<file path="config.mk">
export PLATFORM = sky130hd
export DESIGN_NAME = i2c_cfg_seq
export DESIGN_NICKNAME = d
export VERILOG_FILES = /design/src/rtl/i2c_cfg_seq.sv
export SDC_FILE = /design/constraint.sdc
export NUM_CORES = 1
export LEC_CHECK = 0
export BUFFER_PORTS_ARGS = -buffer_cell sky130_fd_sc_hd__buf_2
export CAP_MARGIN = 10
export CORE_ASPECT_RATIO = 1.2
export CORE_MARGIN = 3
export CORE_UTILIZATION = 38
export CTS_CLUSTER_DIAMETER = 40
export DETAILED_ROUTE_END_ITERATION = 10
export HOLD_SLACK_MARGIN = 0.05
export MAX_ROUTING_LAYER = met4
export PLACE_DENSITY = 0.59
export SYNTH_ARGS = -nofsm -noshare
export SYNTH_HDL_FRONTEND = slang
export SYNTH_SLANG_ARGS = --single-unit
</file>
<file path="constraint.sdc">
create_clock -name clk_20k -period 2.25 [get_ports clk_20k]
set_clock_uncertainty 0.05 [all_clocks]
set_input_delay 0.225 -clock clk_20k [delete_from_list [all_inputs] [get_ports clk_20k]]
set_output_delay 0.225 -clock clk_20k [all_outputs]
set_load 0.05 [all_outputs]
</file>
<file path="src/rtl/i2c_cfg_seq.sv">
// Power-up register configuration sequencer: walks a table of {reg_addr, reg_val}
// words, issues one I2C write per entry, and treats reg_addr 16'hFFFF as a delay entry.
module i2c_cfg_seq #(
   parameter logic [7:0]  DEV_ADDR = 8'h78,
   parameter logic [9:0]  LUT_SIZE = 10'd256,
   parameter logic [15:0] PWR_DLY  = 16'd20000,
   parameter logic [6:0]  TO_CYC   = 7'd100
) (
   input  logic        clk_20k,
   input  logic        rst_100,
   input  logic        cfg_start,
   output logic [9:0]  rom_addr,
   input  logic [23:0] rom_data,
   output logic [31:0] cfg_data,
   output logic        i2c_req,
   input  logic        i2c_ack,
   output logic        cfg_busy,
   output logic        cfg_done,
   output logic        cfg_err
);

   typedef enum logic [2:0] {
      S_PWR, S_LOAD, S_REQ, S_REL, S_GAP, S_DLY, S_DONE
   } state_t;

   localparam logic [15:0] PWR_LAST = PWR_DLY - 16'd1;
   localparam logic [15:0] TO_LAST  = 16'(TO_CYC) - 16'd1;
   localparam logic [9:0]  LUT_LAST = LUT_SIZE - 10'd1;

   state_t      state_q, state_d;
   logic [15:0] cnt_q, cnt_d;
   logic [15:0] dly_last_q, dly_last_d;
   logic [9:0]  addr_q, addr_d;
   logic [31:0] data_q, data_d;
   logic        req_q, req_d;
   logic        err_q, err_d;
   logic        advance;

   always_ff @(posedge clk_20k or negedge rst_100) begin
      if (!rst_100) begin
         state_q    <= S_PWR;
         cnt_q      <= '0;
         dly_last_q <= '0;
         addr_q     <= '0;
         data_q     <= '0;
         req_q      <= 1'b0;
         err_q      <= 1'b0;
      end else begin
         state_q    <= state_d;
         cnt_q      <= cnt_d;
         dly_last_q <= dly_last_d;
         addr_q     <= addr_d;
         data_q     <= data_d;
         req_q      <= req_d;
         err_q      <= err_d;
      end
   end

   // One shared counter serves the power-up wait, ack timeout, gap and delay entries.
   always_comb begin
      state_d    = state_q;
      cnt_d      = cnt_q;
      dly_last_d = dly_last_q;
      addr_d     = addr_q;
      data_d     = data_q;
      err_d      = err_q;
      advance    = 1'b0;
      case (state_q)
         S_PWR: begin
            if (cnt_q == PWR_LAST) begin
               state_d = S_LOAD;
               cnt_d   = '0;
               addr_d  = '0;
            end else begin
               cnt_d = cnt_q + 16'd1;
            end
         end
         S_LOAD: begin
            cnt_d = '0;
            if (rom_data[23:8] == 16'hFFFF) begin
               state_d    = S_DLY;
               dly_last_d = (rom_data[7:0] == 8'd0) ? 16'd0
                          : ({8'd0, rom_data[7:0]} * 16'd20) - 16'd1;
            end else begin
               state_d = S_REQ;
               data_d  = {DEV_ADDR, rom_data};
            end
         end
         S_REQ: begin
            if (i2c_ack) begin
               state_d = S_REL;
            end else if (cnt_q == TO_LAST) begin
               state_d = S_REL;
               err_d   = 1'b1;
            end else begin
               cnt_d = cnt_q + 16'd1;
            end
         end
         S_REL: begin
            cnt_d = '0;
            if (!i2c_ack) state_d = S_GAP;
         end
         S_GAP: begin
            if (cnt_q == 16'd1) advance = 1'b1;
            else                cnt_d   = cnt_q + 16'd1;
         end
         S_DLY: begin
            if (cnt_q == dly_last_q) advance = 1'b1;
            else                     cnt_d   = cnt_q + 16'd1;
         end
         S_DONE: begin
            if (cfg_start) begin
               state_d = S_LOAD;
               addr_d  = '0;
               err_d   = 1'b0;
            end
         end
         default: state_d = S_PWR;
      endcase
      if (advance) begin
         cnt_d = '0;
         if (addr_q == LUT_LAST) begin
            state_d = S_DONE;
         end else begin
            state_d = S_LOAD;
            addr_d  = addr_q + 10'd1;
         end
      end
      // Registered request; LOAD always separates two REQ visits, so it cannot fall and rise together.
      req_d = (state_d == S_REQ);
   end

   always_comb begin
      cfg_busy = (state_q != S_DONE);
      cfg_done = (state_q == S_DONE);
      rom_addr = addr_q;
      cfg_data = data_q;
      i2c_req  = req_q;
      cfg_err  = err_q;
   end

endmodule
</file>
==> impl_metrics.json <==
{
  "drt_iter0_drc": 163,
  "cts_tree": "done",
  "failed_checks": "negative setup slack",
  "die_height_um": 121.1,
  "synthTopCellsByArea": "dfrtp_1 41%, mux2_2 5.6%, nand2_1 5.5%",
  "wl_met1_um": 4697,
  "intPower_mw": 3.516,
  "diodes": 0,
  "globalplace.congestion": 0.8687,
  "pre_cts_ws_ps": -290.3,
  "fp-row-count": 41,
  "wl_met2_um": 5697,
  "cts-root-buf": "clkbuf_16",
  "synth_edf_count": 0,
  "routed_wl_um": 11050,
  "netlist_area_um2": 4198,
  "antenna_found_initial": 0,
  "hold_viol": 0,
  "fin_nets": 632,
  "min_path_cells": 2,
  "timing.final.crit_share_pct": 103.2,
  "grt_pass1_vias": 3773,
  "cts_inserted_buffers": 9,
  "crit_fanout": 5,
  "reg2reg_to": "cnt_q[2]",
  "postSynthAreaPerCell_um2": 9.206,
  "die_x_um": 101.9,
  "p_total_mw": 6.594,
  "cts_max_path_buffers": 2,
  "p_per_area_nw_per_um2": 1124,
  "final_layout_size_suffix_gt1_share_pct": 41.79,
  "r2r-start": "cnt_q[6]",
  "wl_per_cell_um": 15.35,
  "start_kind": "flop",
  "yosysWarnings": 0,
  "rrSetupSlack_ps": -70,
  "leakage_nw": 2.650,
  "worst_hold_path_type": "in2reg",
  "peakVddDrop_uv": 868.7,
  "setup_viol": 17,
  "comb_power_share_pct": 51.7,
  "endpoint_kind": "flop",
  "maxSlewHeadroom_pct": 62.77,
  "cp.arrival_ps": 2470,
  "ys_ff_latch": 69,
  "clk_latency_ps": 330,
  "cp-endpoint": "cnt_q[2]",
  "dp_hpwl_um": 7942,
  "drc_errors": 0,
  "netlist.area_leader.share_pct": 41.13,
  "htreeDepth": 3,
  "grtUsageTotal_pct": 18.07,
  "final_core_util_pct": 54.97,
  "grt_pass1_wl_um": 17450,
  "pin_count": 74,
  "status": "finished, violations left",
  "grt_max_degree": 29,
  "fmax_mhz": 430.5,
  "die_area_um2": 12350,
  "syn_inst": 456,
  "p_sw_share_pct": 46.67,
  "power_frac_clock_pct": 19.9,
  "switching_power_mw": 3.078,
  "antenna_left": 0,
  "route.vias.total": 3875,
  "via_per_inst": 5.382,
  "async_flop_share_pct": 100.0,
  "initial_core_util_pct": 39.34,
  "ys.flop_type": "dfrtp_1",
  "rsz0062_at_grt": "true",
  "maxCapViolCount": 0,
  "p_seq_share_pct": 28.5,
  "highest_layer": "met4",
  "startpoint": "cnt_q[6]",
  "cts.clk_slew.worst_paths_ps": 60,
  "firstDrtPassIters": 4,
  "synth-seq-area-share_pct": 41.13,
  "core-area_um2": 10670,
  "timing_worst_setup_path_type": "reg2reg",
  "cts_num_sinks": 69,
  "worstPathRequired_ps": 2400,
  "setup_ws_ps": -72.86,
  "finalMaxSlewViolations": 0,
  "area_growth_pct": 39.73,
  "ff2ff_path_depth": 7,
  "overflow": 0,
  "worst_pin_slew_ps": 554.2,
  "dr_wl_met3_um": 460,
  "io_buffers": 69,
  "finalCriticalPeriod_ps": 2323,
  "yosysTopAreaCell": "dfrtp_1",
  "ys_types": 57
}
stage by stage:
step | hold WS [ps] | setup TNS, ps | instance area (um2) | instances
final | 74.01 | -550.7 | 5866 | 720
after global routing | 71.49 | -2021 | 5866 | 720
after CTS | 59.07 | -42.45 | 5578 | 715
after detailed placement | 196.9 | -5078 | 5160 | 695
after global placement | 191.3 | -4476 | 5160 | 695
after floorplan | -120.6 | -98.22 | 4274 | 459
per-layer routing:
layer / vias up / track usage (%)
li1: 1901 / -
met1: 1856 / 22.61
met2: 100 / 29.05
met3: 18 / 4.083
met4: 0 / 5.824
met5: - / -
power by group through the flow:
stage,combinational (mW),sequential (mW),clock [mW]
after global routing,3.63,1.92,1.40
after global placement,3.07,1.86,0
after floorplan,1.21,2.85,0
after detailed placement,3.11,1.87,0
final,3.41,1.88,1.31
after CTS,3.22,1.85,1.35
worst max-delay path, stage by stage, from the launching register on:
cell,delay [ps]
dfrtp_2,440
or4_4,510
or4_4,500
nor2_4,160
o31ai_4,100
buf_4,160
o21bai_1,170
o311ai_1,100
sequential cells by signal, summed over array words and instances (netlist names):
register	flops
cfg_err	1
cnt_q	16
rom_addr	10
state_q	3
cfg_data	25
i2c_req	1
dly_last_q	13
area by class of cell:
class	instances	area, um2
Clock buffer	9	225.2
Clock inverter	7	50.05
Fill cell	966	4805
Inverter	15	56.30
Multi-Input combinational cell	341	2643
Sequential cell	69	1733
Tap cell	129	161.4
Timing Repair Buffer	150	997.2
worst min-delay path by stage:
stage | startpoint | end
2_1_floorplan | rst_100 | cfg_data[0]
3_3_place_gp | rst_100 | cfg_data[15]
3_5_place_dp | rst_100 | cfg_data[15]
4_1_cts | cfg_start | cfg_err
5_1_grt | cfg_start | cfg_err
6_report | cfg_start | cfg_err
cell families (layout without fill, tap and decap cells):
family	count (synthesis)	in the layout	share of synthesized area, %
AOI/OAI and AO/OA	91	91	14.43
xor gates and xnor gates	20	20	4.173
adders and majority gates	18	18	5.544
buffers and inverters	49	181	5.812
DFF	69	69	41.13
muxes	24	24	6.349
other	1	4	0.08933
and+or+nand+nor	184	184	22.47
cells in the final DEF, fill, tap and decap left out, drive strengths merged, types with 4 or more instances in the layout:
master and n:
nand3 14, xor2 4, nand2b 4, o21ai 28, ha 17, mux2 21, a21oi 9, dfrtp 69
buf 149, o31ai 9, nor2b 6, conb 4, nor3 18, nor2 22, nor3b 6, xnor2 16
or4 5, inv 16, o22ai 11, nor4 12, nand2 62, clkbuf 9, o211ai 8, and2 5
nand4 15, nor4b 4
Yosys cell counts (11+ instances only):
library cell	instances
clkbuf_1	14
dfrtp_1	69
ha_1	17
inv_1	15
mux2_2	21
nand2_1	62
nand3_1	14
nand4_1	15
nor2_1	22
nor3_1	18
nor4_1	12
o21ai_0	26
o22ai_1	11
xnor2_1	16
timing repair:
item | CTS | global route
resized for setup | 24 | 48
pin swaps | 3 | 14
hold buffers | 1 | 0
setup buffers | 2 | 4
cloned | 1 | 1
setup endpoints to repair | 28 | 32
endpoints found under the hold margin | 23 | 0
Note: power is estimated with default switching activity, not from simulation.
